`config.mk`:
```
export PLATFORM = sky130hd
export DESIGN_NAME = array_stats_scan_flat
export DESIGN_NICKNAME = d
export VERILOG_FILES = /design/src/rtl/array_stats_scan_pkg.sv /design/src/rtl/array_stats_scan_if.sv /design/src/rtl/array_stats_scan_regfile.sv /design/src/rtl/array_stats_scan.sv /design/src/flat_wrapper.sv
export SDC_FILE = /design/constraint.sdc
export NUM_CORES = 1
export LEC_CHECK = 0
export CAP_MARGIN = 10
export CELL_PAD_IN_SITES_DETAIL_PLACEMENT = 1
export CELL_PAD_IN_SITES_GLOBAL_PLACEMENT = 1
export CORE_MARGIN = 8
export CORE_UTILIZATION = 40
export CTS_BUF_LIST = sky130_fd_sc_hd__clkbuf_4 sky130_fd_sc_hd__clkbuf_8
export DETAILED_ROUTE_END_ITERATION = 8
export GPL_ROUTABILITY_DRIVEN = 0
export HOLD_SLACK_MARGIN = 0.02
export PLACE_DENSITY_LB_ADDON = 0.1
export RECOVER_POWER = 100
export SETUP_SLACK_MARGIN = 0.3
export SLEW_MARGIN = 20
export SYNTH_ARGS = -nofsm -noshare
export SYNTH_HDL_FRONTEND = slang
export SYNTH_SLANG_ARGS = --single-unit
```
`constraint.sdc`:
```
create_clock -name i_clk -period 2.3 [get_ports i_clk]
set_clock_uncertainty 0.15 [all_clocks]
set_input_delay 0.46 -clock i_clk [delete_from_list [all_inputs] [get_ports i_clk]]
set_output_delay 0.46 -clock i_clk [all_outputs]
set_load 0.03 [all_outputs]
```
`src/rtl/array_stats_scan_pkg.sv`:
```
// Shared types and width helpers for the array statistics scanner.
package array_stats_pkg;

    typedef enum logic [2:0] {IDLE, READ, EVAL, WRITE, DONE} state_t;

    function automatic int aw_of(input int depth);
        return $clog2(depth);
    endfunction

    // An exact sum of DEPTH entries needs clog2(DEPTH) bits of headroom.
    function automatic int sum_w(input int data_w, input int depth);
        return data_w + $clog2(depth);
    endfunction

endpackage

```
`src/rtl/array_stats_scan_if.sv`:
```
// Host-side bus of the array statistics scanner: load/readback, control and results.
interface array_stats_scan_if #(
    parameter int DATA_W = 8,
    parameter int DEPTH  = 16
);
    import array_stats_pkg::*;

    localparam int AW = aw_of(DEPTH);
    localparam int SW = sum_w(DATA_W, DEPTH);

    logic              go;
    logic              fold;
    logic              wr_en;
    logic [AW-1:0]     wr_addr;
    logic [DATA_W-1:0] wr_data;
    logic [AW-1:0]     rd_addr;
    logic [DATA_W-1:0] rd_data;
    logic              busy;
    logic              done;
    logic [DATA_W-1:0] min;
    logic [DATA_W-1:0] max;
    logic [SW-1:0]     sum;
    logic [AW:0]       count_ge;

    modport master (
        output go, fold, wr_en, wr_addr, wr_data, rd_addr,
        input  rd_data, busy, done, min, max, sum, count_ge
    );

    modport slave (
        input  go, fold, wr_en, wr_addr, wr_data, rd_addr,
        output rd_data, busy, done, min, max, sum, count_ge
    );

endinterface

```
`src/rtl/array_stats_scan_regfile.sv`:
```
// DEPTH x DATA_W register file: one synchronous read port, one write port, async clear.
module stats_regfile
    import array_stats_pkg::*;
#(
    parameter int DATA_W = 8,
    parameter int DEPTH  = 16,
    localparam int AW    = aw_of(DEPTH)
) (
    input  logic              i_clk,
    input  logic              i_rst_n,
    input  logic              i_we,
    input  logic [AW-1:0]     i_waddr,
    input  logic [DATA_W-1:0] i_wdata,
    input  logic [AW-1:0]     i_raddr,
    output logic [DATA_W-1:0] o_rdata
);

    logic [DATA_W-1:0] r_mem [DEPTH];
    logic [DATA_W-1:0] r_rdata;

    always_ff @(posedge i_clk or negedge i_rst_n) begin
        if (!i_rst_n) begin
            for (int i = 0; i < DEPTH; i++) r_mem[i] <= '0;
            r_rdata <= '0;
        end else begin
            if (i_we) r_mem[i_waddr] <= i_wdata;
            r_rdata <= r_mem[i_raddr];
        end
    end

    assign o_rdata = r_rdata;

endmodule

```
`src/rtl/array_stats_scan.sv`:
```
// Array statistics scanner: min/max/sum/count>=THRESH over the register file, optional fold write-back.
// ARRAY_STATS_MAX_EN builds the max tracker; otherwise max is tied to 0.
//
//   state | meaning
//   IDLE  | host owns the register file, waits for go
//   READ  | read issued at idx
//   EVAL  | accumulate read value, decide fold / advance
//   WRITE | store value-THRESH at idx
//   DONE  | scan finished, done pulses on the following cycle
module array_stats_scan
    import array_stats_pkg::*;
#(
    parameter int DATA_W = 8,
    parameter int DEPTH  = 16,
    parameter int THRESH = 128
) (
    input  logic              i_clk,
    input  logic              i_rst_n,
    array_stats_scan_if.slave bus
);

    localparam int AW = aw_of(DEPTH);
    localparam int SW = sum_w(DATA_W, DEPTH);
    localparam int IW = AW + 1;
    localparam logic [DATA_W-1:0] TH = DATA_W'(THRESH);

    state_t            r_state;
    logic [IW-1:0]     r_idx;
    logic              r_fold;
    logic [DATA_W-1:0] r_v;
    logic [DATA_W-1:0] r_min;
    logic [SW-1:0]     r_sum;
    logic [AW:0]       r_cnt;
    logic              r_busy;
    logic              r_done;

    logic [DATA_W-1:0] w_rdata;
    logic              w_we;
    logic [AW-1:0]     w_waddr;
    logic [DATA_W-1:0] w_wdata;
    logic [AW-1:0]     w_raddr;
    logic              w_ge;
    logic              w_last;

    // Host writes are only honoured in IDLE; DONE has busy low but is still off-limits.
    assign w_we    = r_busy ? (r_state == WRITE) : (bus.wr_en && r_state == IDLE);
    assign w_waddr = r_busy ? r_idx[AW-1:0] : bus.wr_addr;
    assign w_wdata = r_busy ? r_v - TH : bus.wr_data;
    assign w_raddr = r_busy ? r_idx[AW-1:0] : bus.rd_addr;
    assign w_ge    = (w_rdata >= TH);
    assign w_last  = (r_idx >= IW'(DEPTH - 1));

    stats_regfile #(.DATA_W(DATA_W), .DEPTH(DEPTH)) u_rf (
        .i_clk   (i_clk),
        .i_rst_n (i_rst_n),
        .i_we    (w_we),
        .i_waddr (w_waddr),
        .i_wdata (w_wdata),
        .i_raddr (w_raddr),
        .o_rdata (w_rdata)
    );

    always_ff @(posedge i_clk or negedge i_rst_n) begin
        if (!i_rst_n) begin
            r_state <= IDLE;
            r_idx   <= '0;
            r_fold  <= 1'b0;
            r_v     <= '0;
            r_min   <= '1;
            r_sum   <= '0;
            r_cnt   <= '0;
            r_busy  <= 1'b0;
            r_done  <= 1'b0;
        end else begin
            r_done <= 1'b0;
            case (r_state)
                IDLE: begin
                    if (bus.go) begin
                        r_fold  <= bus.fold;
                        r_idx   <= '0;
                        r_min   <= '1;
                        r_sum   <= '0;
                        r_cnt   <= '0;
                        r_busy  <= 1'b1;
                        r_state <= READ;
                    end
                end
                READ: r_state <= EVAL;
                EVAL: begin
                    r_v <= w_rdata;
                    if (w_rdata < r_min) r_min <= w_rdata;
                    r_sum <= r_sum + SW'(w_rdata);
                    if (w_ge) r_cnt <= r_cnt + 1'b1;
                    if (r_fold && w_ge) begin
                        r_state <= WRITE;
                    end else begin
                        r_idx <= r_idx + 1'b1;
                        if (w_last) begin
                            r_busy  <= 1'b0;
                            r_state <= DONE;
                        end else begin
                            r_state <= READ;
                        end
                    end
                end
                WRITE: begin
                    r_idx <= r_idx + 1'b1;
                    if (w_last) begin
                        r_busy  <= 1'b0;
                        r_state <= DONE;
                    end else begin
                        r_state <= READ;
                    end
                end
                DONE: begin
                    r_done  <= 1'b1;
                    r_state <= IDLE;
                end
                default: r_state <= IDLE;
            endcase
        end
    end

`ifdef ARRAY_STATS_MAX_EN
    logic [DATA_W-1:0] r_max;

    always_ff @(posedge i_clk or negedge i_rst_n) begin
        if (!i_rst_n) begin
            r_max <= '0;
        end else if (r_state == IDLE && bus.go) begin
            r_max <= '0;
        end else if (r_state == EVAL && w_rdata > r_max) begin
            r_max <= w_rdata;
        end
    end

    assign bus.max = r_max;
`else
    assign bus.max = '0;
`endif

    assign bus.rd_data  = w_rdata;
    assign bus.busy     = r_busy;
    assign bus.done     = r_done;
    assign bus.min      = r_min;
    assign bus.sum      = r_sum;
    assign bus.count_ge = r_cnt;

endmodule

```
`src/flat_wrapper.sv`:
```
// flat-port wrapper written by rule: the top's interface ports become plain ports
module array_stats_scan_flat import array_stats_pkg::*;
#(
    parameter int DATA_W = 8,
    parameter int DEPTH  = 16,
    parameter int THRESH = 128
)
  (i_clk, i_rst_n, bus_go, bus_fold, bus_wr_en, bus_wr_addr, bus_wr_data, bus_rd_addr, bus_rd_data, bus_busy, bus_done, bus_min, bus_max, bus_sum, bus_count_ge);
  array_stats_scan_if #(.DATA_W(DATA_W), .DEPTH(DEPTH)) bus_i ();
  input  logic i_clk;
  input  logic i_rst_n;
  input wire logic [$bits(bus_i.go)-1:0] bus_go;
  input wire logic [$bits(bus_i.fold)-1:0] bus_fold;
  input wire logic [$bits(bus_i.wr_en)-1:0] bus_wr_en;
  input wire logic [$bits(bus_i.wr_addr)-1:0] bus_wr_addr;
  input wire logic [$bits(bus_i.wr_data)-1:0] bus_wr_data;
  input wire logic [$bits(bus_i.rd_addr)-1:0] bus_rd_addr;
  output wire logic [$bits(bus_i.rd_data)-1:0] bus_rd_data;
  output wire logic [$bits(bus_i.busy)-1:0] bus_busy;
  output wire logic [$bits(bus_i.done)-1:0] bus_done;
  output wire logic [$bits(bus_i.min)-1:0] bus_min;
  output wire logic [$bits(bus_i.max)-1:0] bus_max;
  output wire logic [$bits(bus_i.sum)-1:0] bus_sum;
  output wire logic [$bits(bus_i.count_ge)-1:0] bus_count_ge;
  assign bus_i.go = bus_go;
  assign bus_i.fold = bus_fold;
  assign bus_i.wr_en = bus_wr_en;
  assign bus_i.wr_addr = bus_wr_addr;
  assign bus_i.wr_data = bus_wr_data;
  assign bus_i.rd_addr = bus_rd_addr;
  assign bus_rd_data = bus_i.rd_data;
  assign bus_busy = bus_i.busy;
  assign bus_done = bus_i.done;
  assign bus_min = bus_i.min;
  assign bus_max = bus_i.max;
  assign bus_sum = bus_i.sum;
  assign bus_count_ge = bus_i.count_ge;
  array_stats_scan #(.DATA_W(DATA_W), .DEPTH(DEPTH), .THRESH(THRESH)) u_core (.i_clk(i_clk), .i_rst_n(i_rst_n), .bus(bus_i));
endmodule
```
==> results of run 1 <==
==> logic make-up (layout without fill, tap and decap cells) <==
logic type	Yosys count	in the layout	share of synthesized area, %
AND/OR/NAND/NOR	263	263	13.8
flip-flops	180	180	50.9
AO/OA/AOI/OAI	154	154	10.6
multiplexers	129	130	17.4
buffers and inverters	70	221	3.77
adder cells (fa/ha/maj)	19	19	2.76
XOR/XNOR	8	8	0.790
other	1	8	0.0423
==> metal layers <==
metal	GRT usage (%)	vias up	routed length (µm)
met5	0	-	0
met4	6.84	0	685
met3	3.29	47	1270
met2	37.0	178	15500
met1	29.4	3767	13700
li1	-	3201	-
==> final cells by class <==
cell class / instances / area, µm² / share of cell area [%]
repair buffers: 168 / 1620 / 13.3
clock inverters: 13 / 151 / 1.24
inverters: 21 / 78.8 / 0.646
well taps: 280 / 350 / 2.87
clock buffers: 19 / 255 / 2.09
multi-input cells: 582 / 5220 / 42.8
flip-flops and latches: 180 / 4530 / 37.1
==> synthesized netlist by cell type (6+ instances only) <==
master	count	area [µm²]
mux4_2	11	248
nor2_1	23	86.3
mux2_2	85	957
nand2_1	150	563
ha_1	18	225
clkbuf_1	25	93.8
nand3b_1	9	67.6
a32oi_1	9	78.8
a21o_1	6	45.0
inv_1	21	78.8
a21oi_1	27	135
dfstp_2	8	210
mux2i_1	29	290
nand2_4	7	78.8
a221oi_1	7	61.3
dfrtp_1	172	4300
nand2b_1	8	50.1
nand3_1	40	200
buf_2	9	45.0
buf_4	12	90.1
o21ai_0	74	370
==> timing repair <==
item	CTS	global route
setup endpoints to repair	186	168
gates cloned	4	4
hold buffers	1	0
pin swaps	15	58
resized for setup	138	293
setup buffers	5	13
hold endpoints to repair	40	0
==> report_power, final <==
part / switching, mW / internal (mW)
clock: 1.27 / 1.02
sequential: 0.979 / 4.23
combinational: 4.60 / 3.78
==> metrics by stage <==
stage / hold slack (ps) / cell area, µm²
2_1_floorplan: 14.4 / 9090
3_3_place_gp: 300 / 10400
3_5_place_dp: 308 / 10400
4_1_cts: 345 / 11200
5_1_grt: 366 / 12200
6_report: 359 / 12200
==> path summary, 6_finish.rpt <==
kind / startpoint / endpoint / slack, ps / cells after the start
setup reg to reg: u_core.bus.busy / u_core.u_rf.o_rdata[0] / 20 / 7
hold reg to reg: u_core.u_rf.r_mem[8] / u_core.u_rf.r_mem[8] / 360 / 2
min in group asynchronous: i_rst_n / u_core.r_state[1] / 690 / 2
max in group asynchronous: i_rst_n / u_core.u_rf.r_mem[88] / 260 / 3
hold / removal: u_core.u_rf.r_mem[8] / u_core.u_rf.r_mem[8] / 360 / 2
setup / recovery: bus_rd_addr[0] / u_core.u_rf.o_rdata[0] / -8 / 7
==> state kept, by name, summed over array words and instances, names as in the netlist <==
signal and flops:
u_core.r_fold 1, u_core.bus.count_ge 5, u_core.bus.done 1, u_core.bus.min 8, u_core.bus.sum 12, u_core.bus.busy 1, u_core.r_v 8, u_core.u_rf.o_rdata 8
u_core.r_idx 5, u_core.u_rf.r_mem 128, u_core.r_state 3
==> critical path, stage by stage <==
cell	delay (ps)
clkdlybuf4s50_1	640
mux2_4	320
buf_12	170
buf_4	140
mux4_2	530
mux2i_1	150
a21oi_1	80
==> flow_summary.ini, run 1 <==
[place]
post-dp-hpwl_mm = 20.3
dp_cells = 1204
port_buffers = 55
pre_cts_slack_ps = -368

[final_layout]
layout-drive-gt1-share_pct = 42.2
diodes = 0
nets = 1010
areaGrowthSynthToFinish_pct = 37.5
final_core_util_pct = 55.9
mostFrequentLayoutCell = dfrtp_1
final_cell_mix = dfrtp_1 (161), nand2_1 (105), mux2_4 (80)
finalNonFillerCells = 1263
filler_cell_count = 2235

[routing]
vias = 7193
drt_first_pass_iters = 5
drtIter0Drc = 578
wl_mm = 31.2
routed_via_density = 5.70
ant_nets = 0
drc = 0
wl_per_cell_um = 24.7

[clock_tree]
htree_levels = 4
cts_buffers = 17
clock_latency_ps = 470
clkTransAtPathRegs_ps = 100
cts_tree = done
cts_sinks = 180
clockBufferDepth = 2
root_buffer = clkbuf_8

[sta]
max_freq_mhz = 433
period_needed_ps = 2310
tns_ps = -7.91
drv_slew = 0
hold_violations = 0
setup_viol_count_final = 1
min_period_over_period_pct = 100
max_slew_margin_pct = 7.51
layout_setup_ws_ps = -7.91
tightest_slew_ps = 1390
rsz0062_at_grt = true

[outcome]
violations = negative setup slack
outcome = finished with violations

[global_route]
grt_pass1_vias = 7642
grtUsageTotal_pct = 22.2
gr-total-overflow = 0
grt_pass1_wl_mm = 45.8
grt_max_degree = 49
antenna_found_initial = 0

[worst_hold_path]
hold_path_class = reg2reg

[logic_synthesis]
ys_types = 56
synth_ff_type = dfrtp_1
synth_edf_count = 0
async_flop_share_pct = 100
syn-instance-count = 824
syn_area_um2 = 8870
ys_ff_latch = 180
ys.warnings.count = 0
synth_area_per_cell_um2 = 10.8
ys_seq_area_share_pct = 50.9

[worst_setup_path]
crit_required_ps = 2490
start_kind = input port
path_class = in2reg
critPathMaxFanout = 13
end_kind = flop
cp.arrival_ps = 2500

[die]
coreArea_um2 = 21800
chipWidth_um = 165
row_count = 54
dieArea_um2 = 27200
die_y_um = 165
boundaryPins = 64
initial_core_util_pct = 40.6

[pwr]
irDropWorstVdd_uv = 398
p_leak_nw = 5.66
cellPowerDensity_nw_per_um2 = 1300
power.total_mw = 15.9

[job]
maxCapViolations = 0
(Power assumes the default switching activity.)
==> run 2: changes to the inputs <==
Settings changed: ABC_AREA set to 1.
==> flow_summary.ini, run 2 <==
[outcome]
outcome = finished, final reports clean

[worst_hold_path]
min_from = u_core.bus.min[6]
worst_hold_path.endpoint = u_core.bus.min[6]
holdPathStages = 2
hold_path_class = reg2reg

[sta]
max_slew_margin_pct = 53.5
drv_slew = 0
tns_ps = 0
max_freq_mhz = 494
tightest_slew_ps = 698
rsz0062_at_grt = true
layout_setup_ws_ps = 278
min_period_over_period_pct = 87.9
period_needed_ps = 2020
setup_viol_count_final = 0
hold_violations = 0

[logic_synthesis]
syn_area_um2 = 9120
async_flop_share_pct = 100
ys_seq_area_share_pct = 49.5
ys.warnings.count = 0
ys_ff_latch = 180
syn-instance-count = 1103
synth_edf_count = 0
yosysTopAreaCell = dfrtp_1
synth_common_cells = nand2_1 (314), dfrtp_1 (172), inv_1 (106), o21ai_0 (85), o21ai_1 (80)
synth_top_area_share_pct = 47.2
ys_top_cells_by_area = dfrtp_1 (47%), nand2_1 (13%), o21ai_0 (4.7%)
synth_most_common_cell = nand2_1
ys_types = 42
synth_ff_type = dfrtp_1
synth_area_per_cell_um2 = 8.27

[worst_setup_path]
reg2reg_to = u_core.u_rf.r_mem[123]
end_kind = primary output
rrSetupSlack_ps = 280
slowest_delay_ps = 490
critPathTopFamily = buffers and inverters
critPathBufInv = 1
path_class = reg2out
critPathSlowestCell = clkdlybuf4s25_1
critPathMaxFanout = 4
start_kind = flop
crit_required_ps = 1690
timing.rr.start = u_core.bus.busy
cp.arrival_ps = 1410
reg2reg_depth = 7
cp_cell_sequence = clkdlybuf4s25_1

[routing]
ant_nets = 0
drc = 0
drt_first_pass_iters = 4
top_layer_used = met4
routed_via_density = 5.19
wl_met2_mm = 13.2
wl_per_cell_um = 18.9
wl_mm = 28.2
wl_met1_mm = 13.7
vias = 7723
wl_met3_um = 792
drtIter0Drc = 430

[final_layout]
finalNonFillerCells = 1488
largest_reg_flops = 128
multi_input_area_um2 = 3980
areaGrowthSynthToFinish_pct = 19.2
regMostFlops = u_core.u_rf.r_mem
layout-drive-gt1-share_pct = 15.0
mostFrequentLayoutCell = nand2_1
nets = 1230
diodes = 0
filler_cell_count = 2711
final_cell_mix = nand2_1 (307), dfrtp_1 (168), o21ai_0 (140)
seq_area_um2 = 4520

[die]
initial_core_util_pct = 40.5
coreArea_um2 = 22500
row_count = 55
dieArea_um2 = 27900
chipWidth_um = 167
die_y_um = 167
boundaryPins = 64

[job]
maxCapViolations = 0

[global_route]
grt_pass1_vias = 7782
grt_max_degree = 74
gr-total-overflow = 0
grtUsageTotal_pct = 19.8
antenna_found_initial = 0
grt_pass1_wl_mm = 44.3

[clock_tree]
cts_buffers = 17
clockBufferDepth = 2
cts_sinks = 180
clkTransAtPathRegs_ps = 100
root_buffer = clkbuf_8
htree_levels = 4
clock_latency_ps = 470
cts_tree = done

[place]
dp_cells = 1426
port_buffers = 55
pre_cts_slack_ps = -27.7
post-dp-hpwl_mm = 18.9

[pwr]
p_leak_nw = 5.09
cellPowerDensity_nw_per_um2 = 1300
irDropWorstVdd_uv = 483
==> run 2: cell count changes in the layout (fill, tap and decap cells not counted), sizes merged, moves of 28 or more <==
cell	before	now
o21ai	77	173
nand2	157	328
buf	109	53
mux2	90	1
mux2i	29	0
nand3	40	83
inv	23	121
o211ai	4	32
==> run 2: cell type report <==
type / instances / share of cell area [%]
clock buffer: 20 / 2.47
clock inverter: 12 / 1.52
inverter: 119 / 4.29
multi-input combinational: 752 / 36.6
sequential: 180 / 41.6
tap: 285 / 3.28
timing repair buffer: 120 / 10.3
==> run 2: worst reg2reg max path, cell delays in order, from the launching register on <==
cell and delay, ps:
dfrtp_2 510, nand2_1 190, nand2_2 170, nor2_4 210
clkbuf_4 160, nand3_2 250, nand2_1 140, o21ai_0 100
==> run 2: through the flow <==
| stage | power [mW] | area (µm²) | utilization (%) | hold WS, ps |
|---|---|---|---|---|
| final | 14.1 | 10900 | 48.3 | 333 |
| after global routing | 15.2 | 10900 | 48.3 | 350 |
| after CTS | 13.9 | 10600 | 47.3 | 180 |
| after detailed placement | 11.5 | 10100 | 45.1 | 135 |
| after global placement | 11.3 | 10100 | 45.1 | 136 |
| after floorplan | 8.90 | 9150 | - | 14.4 |
==> run 2: worst max-delay path by stage <==
stage / startpoint / end / cells past startpoint
finish: u_core.bus.sum[1] / bus_sum[1] / 1
global route: u_core.bus.busy / u_core.u_rf.r_mem[126] / 6
CTS: u_core.bus.busy / u_core.u_rf.r_mem[84] / 8
detailed placement: bus_wr_en / u_core.u_rf.r_mem[84] / 8
global placement: bus_wr_en / u_core.u_rf.r_mem[83] / 8
floorplan: u_core.bus.min[7] / u_core.bus.min[0] / 9
==> run 2: kinds of logic after synthesis <==
logic type      Yosys count  synth area share (%)
compound gates          268                  17.5
xor+xnor                  5                 0.480
simple gates            451                  21.2
flops                   180                  49.5
buf+inv                 178                  8.47
other cells               1                0.0411
mux                       1                 0.123
fa+ha+maj                19                  2.69
==> run 2: what timing repair did <==
action                                  in CTS  in global routing
pin swaps                                    1                  7
gates cloned                                 0                  3
buffers inserted                             3                 23
endpoints found under the setup margin     172                168
hold buffers                                 1                  0
gates resized for setup                     73                 73
endpoints found under the hold margin      172                  0
==> run 2: metal layers <==
metal | up-vias | track usage, %
met5 | - | 0
li1 | 3762 | -
met4 | 0 | 4.39
met3 | 22 | 3.22
met1 | 3842 | 27.7
met2 | 97 | 31.8
==> run 2: power by group <==
group	total [mW]	leakage, nW	switching [mW]	internal [mW]
logic	7.02	2.59	4.60	2.42
registers	4.73	2.28	0.662	4.07
clock network	2.40	0.223	1.23	1.17
==> run 3: changes to the inputs <==
Settings changed: SLEW_MARGIN 20 to unset.
==> results of run 3 <==
Same layout as run 2: the final DEF is identical, and so are final timing and power.
